===== src/rtl/datapath_controller.sv =====
`default_nettype none
// +----------------------------------------------------------------------------+
// | datapath_controller: IR + Moore sequencer for MOV/ALU on the 16-bit path.   |
// | Optional illegal-opcode trap: ILLEGAL_TRAP_EN.        Revision: 1.0         |
// +----------------------------------------------------------------------------+
module datapath_controller #(
  parameter logic [2:0] OPC_MOV = 3'b110,
  parameter logic [2:0] OPC_ALU = 3'b101
) (
  input  logic        clk,
  input  logic        reset,
  input  logic        s,
  input  logic        load,
  input  logic [15:0] instr,
  output logic        w,
  output logic        err,
  output logic [15:0] datapath_in,
  output logic        vsel,
  output logic        write,
  output logic        loada,
  output logic        loadb,
  output logic        asel,
  output logic        bsel,
  output logic        loads,
  output logic        loadc,
  output logic [2:0]  writenum,
  output logic [2:0]  readnum,
  output logic [1:0]  shift,
  output logic [1:0]  ALUop
);

  typedef enum logic [2:0] {
    S_WAIT   = 3'd0,
    S_DECODE = 3'd1,
    S_WR_IMM = 3'd2,
    S_GET_A  = 3'd3,
    S_GET_B  = 3'd4,
    S_EXEC   = 3'd5,
`ifdef ILLEGAL_TRAP_EN
    S_WR_REG = 3'd6,
    S_TRAP   = 3'd7
`else
    S_WR_REG = 3'd6
`endif
  } state_t;

  state_t      state;
  state_t      next_state;
  logic [15:0] ir;

  logic [2:0] opc;
  logic [1:0] op;
  logic [2:0] rn;
  logic [2:0] rd;
  logic [1:0] sh;
  logic [2:0] rm;
  logic       is_alu;
  logic       is_mov;

  assign opc    = ir[15:13];
  assign op     = ir[12:11];
  assign rn     = ir[10:8];
  assign rd     = ir[7:5];
  assign sh     = ir[4:3];
  assign rm     = ir[2:0];
  assign is_alu = (opc == OPC_ALU);
  assign is_mov = (opc == OPC_MOV);

  assign datapath_in = {{8{ir[7]}}, ir[7:0]};

  always_ff @(posedge clk) begin
    if (reset) begin
      state <= S_WAIT;
      ir    <= 16'h0000;
    end else begin
      state <= next_state;
      // IR only accepts a new word while idle; this also covers load+s on the same edge.
      if (load && (state == S_WAIT)) begin
        ir <= instr;
      end
    end
  end

  always_comb begin
    next_state = S_WAIT;
    w          = 1'b0;
    vsel       = 1'b0;
    write      = 1'b0;
    loada      = 1'b0;
    loadb      = 1'b0;
    asel       = 1'b0;
    bsel       = 1'b0;
    loads      = 1'b0;
    loadc      = 1'b0;
    writenum   = 3'd0;
    readnum    = 3'd0;
    shift      = 2'd0;
    ALUop      = 2'd0;

    case (state)
      S_WAIT: begin
        w          = 1'b1;
        next_state = s ? S_DECODE : S_WAIT;
      end
      S_DECODE: begin
        if (is_mov && (op == 2'b10)) begin
          next_state = S_WR_IMM;
        end else if (is_mov && (op == 2'b00)) begin
          next_state = S_GET_B;
        end else if (is_alu && (op == 2'b11)) begin
          next_state = S_GET_B;
        end else if (is_alu) begin
          next_state = S_GET_A;
        end else begin
`ifdef ILLEGAL_TRAP_EN
          next_state = S_TRAP;
`else
          next_state = S_WAIT;
`endif
        end
      end
      S_WR_IMM: begin
        vsel       = 1'b1;
        write      = 1'b1;
        writenum   = rn;
        next_state = S_WAIT;
      end
      S_GET_A: begin
        readnum    = rn;
        loada      = 1'b1;
        next_state = S_GET_B;
      end
      S_GET_B: begin
        readnum    = rm;
        loadb      = 1'b1;
        next_state = S_EXEC;
      end
      S_EXEC: begin
        shift = sh;
        if (is_alu) begin
          ALUop = op;
        end else begin
          // MOV register passes Rm through the shifter by adding it to a zeroed A.
          asel = 1'b1;
        end
        if (is_alu && (op == 2'b01)) begin
          loads      = 1'b1;
          next_state = S_WAIT;
        end else begin
          loadc      = 1'b1;
          next_state = S_WR_REG;
        end
      end
      S_WR_REG: begin
        write      = 1'b1;
        writenum   = rd;
        next_state = S_WAIT;
      end
`ifdef ILLEGAL_TRAP_EN
      S_TRAP: begin
        next_state = S_TRAP;
      end
`endif
      default: begin
        next_state = S_WAIT;
      end
    endcase
  end

`ifdef ILLEGAL_TRAP_EN
  assign err = (state == S_TRAP);
`else
  assign err = 1'b0;
`endif

endmodule
`default_nettype wire


===== config.mk =====
export PLATFORM = sky130hd
export DESIGN_NAME = datapath_controller
export DESIGN_NICKNAME = d
export VERILOG_FILES = /design/src/rtl/datapath_controller.sv
export SDC_FILE = /design/constraint.sdc
export NUM_CORES = 1
export LEC_CHECK = 0
export ABC_AREA = 0
export BUFFER_PORTS_ARGS = -buffer_cell sky130_fd_sc_hd__buf_2
export CAP_MARGIN = 20
export CORE_UTILIZATION = 45
export DETAILED_ROUTE_END_ITERATION = 10
export PLACE_DENSITY = 0.81
export SLEW_MARGIN = 20
export SYNTH_ARGS = -nofsm -noshare
export SYNTH_HDL_FRONTEND = slang
export SYNTH_SLANG_ARGS = --single-unit

===== constraint.sdc =====
create_clock -name clk -period 1.8 [get_ports clk]
set_clock_uncertainty 0.05 [all_clocks]
set_input_delay 0.09 -clock clk [delete_from_list [all_inputs] [get_ports clk]]
set_output_delay 0.09 -clock clk [all_outputs]
set_load 0.03 [all_outputs]

* Word-level counts from Yosys, hierarchy flattened
Cells that the tools add are included.
** Word-level totals
- Memories :: 0
- ROM bits :: 0
- Register bits :: 19
- Memory bits (writable) :: 0
- Input bits :: 20
- Latch bits :: 0
** Cells by class
- Bitwise gates (word level) :: 0
- Mux-type cells :: 23
- $lt $le $gt $ge :: 0
- Equality and inequality tests :: 11
- Shifts and indexed selects :: 0
- Reduce and logical (&&, ||, !) cells :: 8
- Div/mod/pow operators :: 0
- $mul :: 0
- Add/subtract/negate cells :: 0
** Operators by type and width (number)
- $eq 3x3->1 const B :: 5
- $pmux 3 s5 :: 1
- $mux 1 :: 12
- $mux 3 :: 4
- $pmux 3 s2 :: 2
- $mux 2 :: 4
- $eq 3x2->1 const B :: 2
- $logic_and 1x1->1 :: 5
- $eq 2x2->1 const B :: 2
- $eq 3x1->1 const B :: 1
- $logic_not 3->1 :: 1
- $eq 2x1->1 const B :: 1
- $logic_not 2->1 :: 1
- $reduce_or 2->1 :: 1

* Longest topological paths before layout
Gate-level depths: netlist of the first run.
- Word-level depth :: 6
- Mapped depth :: 6

* Worst setup path after synthesis of the first run
No wires, ideal clock.
- Kind :: register -> output
- From :: reg state[2]
- To :: out loads
- Data arrival time :: 1.579 ns
- Path buffers :: 1
- Cell stages (with the launch flop) :: 5
- Setup slack :: 0.081 ns
- Cells stage by stage :: dfxtp_1 buf_2 and2b_1 nand2_1 nor3_1
** On the way
- Cells in the longest elaborated chain, start to end :: 2
** Ends and longest elaborated chain
- start: declaration :: RTL line 47 : state_t state;
- start signal: assignment :: RTL line 76 : state <= next_state;
- $eq 3x3->1 :: RTL line 100 : case (state)
- $mux 1 :: RTL line 100
- end: declaration :: RTL line 24 : output logic loads,
No other way between the ends.

* Worst setup path after layout of the first run
- From :: reg state[1]
- To :: out ALUop[1]
** On the way
- Cells in the longest elaborated chain, start to end :: 2
** Ends and longest elaborated chain
- $eq 3x3->1 :: RTL line 100
- $mux 2 :: RTL line 100
- end: declaration :: RTL line 29 : output logic [1:0] ALUop
No other way between the ends.

==> results of run 1 <==
## timing repair
| action | 4_1_cts | 5_1_grt |
|---|---|---|
| resized for setup | 1 | 4 |
| hold buffers | 16 | 0 |
| hold endpoints to repair | 16 | 0 |
| endpoints found under the setup margin | 3 | 6 |
## per-layer routing
metal	wire length [um]	global-route usage	vias up
li1	-	-	564
met1	1180	0.261	527
met2	1500	0.387	47
met3	177	0.0464	4
met4	24	0.0658	0
met5	0	0	-
## flip-flops by register name, indices dropped and copies added (netlist names)
signal / cells
ir: 16
state: 3
## worst min-delay path by stage
stage / startpoint / endpoint / slack, ps
2_1_floorplan: instr[13] / ir[13]$_SDFFE_PP0P_ / 180
3_3_place_gp: instr[12] / ir[12]$_SDFFE_PP0P_ / 280
3_5_place_dp: instr[5] / ir[5]$_SDFFE_PP0P_ / 290
4_1_cts: s / state[0]$_SDFF_PP0_ / 60
5_1_grt: s / state[0]$_SDFF_PP0_ / 90
6_report: s / state[0]$_SDFF_PP0_ / 50
## stage by stage
| stage | worst slack, ps | power, W | utilization |
|---|---|---|---|
| after global routing | 5.02 | 0.000929 | 0.634 |
| final | 65.3 | 0.000895 | 0.634 |
| after detailed placement | 308 | 0.000656 | 0.548 |
| after CTS | 89.5 | 0.000889 | 0.630 |
| after floorplan | 81.5 | 0.000636 | - |
| after global placement | 382 | 0.000650 | 0.548 |
## layout make-up
class,count,share of cell area
Clock buffer,4,0.0180
Inverter,5,0.0129
Multi-Input combinational cell,95,0.376
Sequential cell,19,0.265
Tap cell,28,0.0241
Timing Repair Buffer,71,0.304
## logic make-up after synthesis
kind of cell,Yosys count,synth area share
buffers and inverters,31,0.188
DFF,19,0.335
and+or+nand+nor,61,0.287
other,1,0.00330
muxes,3,0.0264
AOI/OAI and AO/OA,29,0.160
## cells in the mapped netlist, types with 3 or more instances
library cell	count
nand2_1	31
dfxtp_1	19
buf_4	18
a21oi_1	16
nor2_1	6
inv_1	4
nor3_1	4
a22o_1	3
buf_2	3
mux2i_1	3
nand2_2	3
## tightest hold or removal path: stages
cell	delay, ps
buf_2	100
o21bai_1	110
a211oi_1	60
## where the power goes
| part | internal, W | leakage [nW] | total (W) | switching (W) |
|---|---|---|---|---|
| Combinational | 0.0000838 | 0.533 | 0.000203 | 0.000119 |
| Clock | 0.0000863 | 0.0150 | 0.000219 | 0.000133 |
| Sequential | 0.000444 | 0.157 | 0.000473 | 0.0000295 |
==> run summary, run 1 <==
run status: complete, no violations
crit path capture: ALUop[1]
num rows: 17
critical path class: flip-flop to output pin
Routed Antenna Nets: 0
diode count: 0
WL/cell: 12.9 um
Critical Path AT: 1590 ps
CP max stage cell: dfxtp_1
Num CTS Buffers: 3
largest net degree at the start of global routing: 20
register area: 385 um2
Buf/Inv on CP: 1
vias in the first global route: 990
synth unique cells: 37
hold path cells: 3
YS warnings: 0
Critical Path Start Type: flip-flop
R2R setup slack: 330 ps
initial antenna violation count: 0
Multi-input gate area: 548 um2
CP cell instances: and2b_1 > nand2_1 > nor3_1 > buf_4
crit-path max FO: 9
post-CTS setup buffer count: 0
fraction of layout cells with a size suffix above 1: 0.351
commonest cells after routing, fill and taps aside: buf_2 (52), nand2_1 (31), dfxtp_1 (17), a21oi_1 (16), dlygate4sd3_1 (16)
final setup vio count: 0
Nets: 215
Syn Inst Count: 144
DP Wirelength: 1900 um
PwrDens: 615 nW/um2
DRT Pass-1 Iters: 4
Synth Flop Type: dfxtp_1
Critical Path Source: state[1]$_SDFF_PP0_
Critical Path RT: 1660 ps
first-pass GRT wire length: 4440 um
total vias in the final route: 1142
DR iter-0 viols: 24
post-synth top area cell: dfxtp_1
crit share post-route: 0.964
Die Span X: 52.2 um
fmax: 576 MHz
root buf cell: clkbuf_4
RSZ-0062 raised after global routing: no
DR DRC count: 0
die extent in y: 52.2 um
Seq cells post-synth: 19
Yosys top cell area share: 0.335
hold slack: 50.9 ps
Avg Vias per Cell: 5.14
overall routing resource usage: 0.218
core area: 2300 um2
reg-to-reg startpoint: state[1]$_SDFF_PP0_
Reg2Reg Depth: 3
endpoints failing hold: 0
Max Cap Viol: 0
leading cell type in the layout, fill and taps excluded: buf_2
VDD IR max: 0.517 mV
Max stage delay on crit path: 420 ps
CTS HTree Levels: 1
Placed Area: 1260 um2
Tmin final: 1730 ps
Initial Util: 0.495
sequential area share after synthesis: 0.335
WP depth: 4
Crit path max-delay family: simple AND/OR/NAND/NOR gates
IO buf count: 53
Worst-path clk slew: 110 ps
remaining global-route overflow: 0
Placer Congestion: 0.754
CTS tree: built
hold crit path type: input pin to flip-flop
number of synthesized flops with an enable pin: 0
LEAKAGE: 0.705 nW
die area: 2730 um2
reg2reg end: ir[12]$_SDFFE_PP0P_
average cell area after synthesis: 7.89 um2
worst skew pair latency: 300 ps
Placed Cells: 202
Max clock buf depth: 2
cell area after synthesis: 1140 um2
final wirelength: 2870 um
Design Area, Final: 1460 um2
CP Capture Type: output pin
Max Slew Vio Count: 0
Async SR Flop Fraction: 0
final non-filler cell total: 222
post-route setup TNS: 0 ps
Sink Count: 19
fillers: 229
Area contributors post-synth: dfxtp_1 (33%), buf_4 (12%), nand2_1 (10%)
area delta synth->final: 28.2%
I/O pins: 56
Power figures use the tool's default switching activity.
==> run 2: changes to the inputs <==
Settings changed: ABC_AREA 0 to 1, CORE_UTILIZATION 45 to 44, PLACE_DENSITY 0.81 to 0.8.
==> run 2 against run 1 <==
Critical path depth increased by 1. Worst setup slack improved by 29 ps. Register-to-register slack improved by 30 ps. Sequential power about the same. First-iteration DRC count increased by 38%. Hold slack got worse by 48 ps. Critical path type unchanged.
==> run summary, run 2 <==
number of synthesized flops with an enable pin: 0
largest family of logic cells by synthesized area: buffers and inverters
RSZ-0062 raised after global routing: no
DR DRC count: 0
die area: 2700 um2
CP cell instances: inv_1 > nor2_2 > nand2_1 > o22ai_1 > buf_2
Async SR Flop Fraction: 0
Max Cap Viol: 0
Crit path max-delay family: flip-flops
Syn Inst Count: 148
Initial Util: 0.483
Max stage delay on crit path: 450 ps
endpoints failing hold: 0
initial antenna violation count: 0
Critical Path RT: 1660 ps
post-CTS setup buffer count: 0
Synth Area in XOR/XNOR: 0
largest net degree at the start of global routing: 20
Synth Flop Type: dfxtp_1
Critical Path AT: 1570 ps
WL/cell: 11.1 um
overall routing resource usage: 0.169
CTS HTree Levels: 1
leading cell type in the layout, fill and taps excluded: buf_2
CTS tree: built
num rows: 17
DRT Pass-1 Iters: 4
CP Capture Type: output pin
Nets: 205
adder and majority gate portion of the synthesized area: 0
Placer Congestion: 0.839
total power: 0.000911 W
Worst-path clk slew: 100 ps
Critical Path Start Type: flip-flop
Area contributors post-synth: dfxtp_1 (35%), buf_4 (12%), a211oi_2 (11%)
DR iter-0 viols: 33
hold crit path type: input pin to flip-flop
commonest cells after routing, fill and taps aside: buf_2 (53), nor2_1 (23), inv_1 (22), nand2_1 (21), dfxtp_1 (19)
proportion of synthesized area in mux cells: 0
core area: 2280 um2
die extent in y: 52.0 um
critical path class: flip-flop to output pin
synth unique cells: 17
total vias in the final route: 1046
Routed Antenna Nets: 0
total of cells resized after clock tree synthesis: 0
Avg Vias per Cell: 4.93
post-route setup TNS: 0 ps
Slew HR: 0.669
final setup vio count: 0
area delta synth->final: 16.8%
post-synthesis compound-gate area fraction: 0.205
Max clock buf depth: 2
Yosys top cell area share: 0.346
Seq cells post-synth: 19
fmax: 586 MHz
Max Slew Vio Count: 0
cell area after synthesis: 1100 um2
Buf/Inv on CP: 2
registers with the most flip-flops: ir x16, state x3
R2R setup slack: 360 ps
first-pass GRT wire length: 3360 um
cts hold-fix bufs: 0
vias in the first global route: 785
root buf cell: clkbuf_4
diode count: 0
Top reg by flops: ir
Final Util: 0.565
average cell area after synthesis: 7.43 um2
sequential area share after synthesis: 0.346
LEAKAGE: 0.672 nW
Tmin final: 1710 ps
Worst-Margin Slew: 493 ps
synth cell count leaders: nor2_1 (24), inv_1 (22), nand2_1 (21), dfxtp_1 (19), buf_4 (18)
worst skew pair latency: 290 ps
Die Span X: 52.0 um
post-synthesis simple-gate area fraction: 0.214
max reg flops: 16
PwrDens: 709 nW/um2
remaining global-route overflow: 0
VDD IR max: 0.383 mV
run status: complete, no violations
crit-path max FO: 5
Sink Count: 19
Num CTS Buffers: 3
IO buf count: 53
DP Wirelength: 1890 um
crit share post-route: 0.948
YS warnings: 0
top-count cell post-synth: nor2_1
I/O pins: 56
CP max stage cell: dfxtp_1
fraction of layout cells with a size suffix above 1: 0.386
post-synth top area cell: dfxtp_1
final wirelength: 2350 um
==> run 2: cell count changes after synthesis, moves of 6 or more <==
| cell | previous run | this run |
|---|---|---|
| nor2_1 | 6 | 24 |
| inv_1 | 4 | 22 |
| o22ai_1 | 0 | 6 |
| a21oi_1 | 16 | 7 |
| nand2_1 | 31 | 21 |
| nand3_1 | 0 | 6 |
| a211oi_2 | 0 | 10 |
==> run 2: area by class of cell <==
type | instances | area, um2
Tap cell | 28 | 35.0
Sequential cell | 19 | 380
Multi-Input combinational cell | 85 | 475
Inverter | 22 | 82.6
Timing Repair Buffer | 54 | 285
Fill cell | 212 | 991
Clock buffer | 4 | 26.3
==> run 2: layer usage <==
| layer | up-vias | track usage | routed length [um] |
|---|---|---|---|
| met4 | 0 | 0.0631 | 38 |
| met5 | - | 0 | 0 |
| met2 | 55 | 0.282 | 1160 |
| li1 | 524 | - | - |
| met1 | 459 | 0.213 | 981 |
| met3 | 8 | 0.0322 | 170 |
==> run 2: cell families (layout without fill, tap and decap cells) <==
family                 count (synthesis)  in the layout
DFF                                   19             19
and+or+nand+nor                       56             56
other                                  1              2
AOI/OAI and AO/OA                     27             27
buffers and inverters                 45             80
==> run 2: worst paths after layout <==
check | startpoint | to | cells after the start
setup / recovery | state[1]$_SDFF_PP0_ | writenum[0] | 5
hold reg to reg | ir[3]$_SDFFE_PP0P_ | ir[3]$_SDFFE_PP0P_ | 2
hold / removal | instr[14] | ir[14]$_SDFFE_PP0P_ | 3
setup reg to reg | state[0]$_SDFF_PP0_ | ir[7]$_SDFFE_PP0P_ | 5
==> run 2: through the flow <==
step | area (um2) | cells | setup slack (ps) | hold WS [ps]
floorplan | 1100 | 149 | -7.95 | 203
global route | 1280 | 212 | 5.82 | 2.19
CTS | 1280 | 212 | 72.3 | 3.27
global placement | 1250 | 208 | 451 | 310
finish | 1280 | 212 | 94.2 | 2.53
detailed placement | 1250 | 208 | 397 | 319
==> run 2: worst register-to-register path, delay by kind of cell, from the launching register on <==
kind	cells	cell delay, ps
simple gates	3	550
flops	1	410
buf+inv	1	270
compound gates	1	40
==> run 2: report_power, final <==
group | switching [W] | internal [W] | total [W]
sequential | 0.0000200 | 0.000450 | 0.000470
combinational | 0.000151 | 0.0000742 | 0.000225
clock | 0.000129 | 0.0000862 | 0.000215
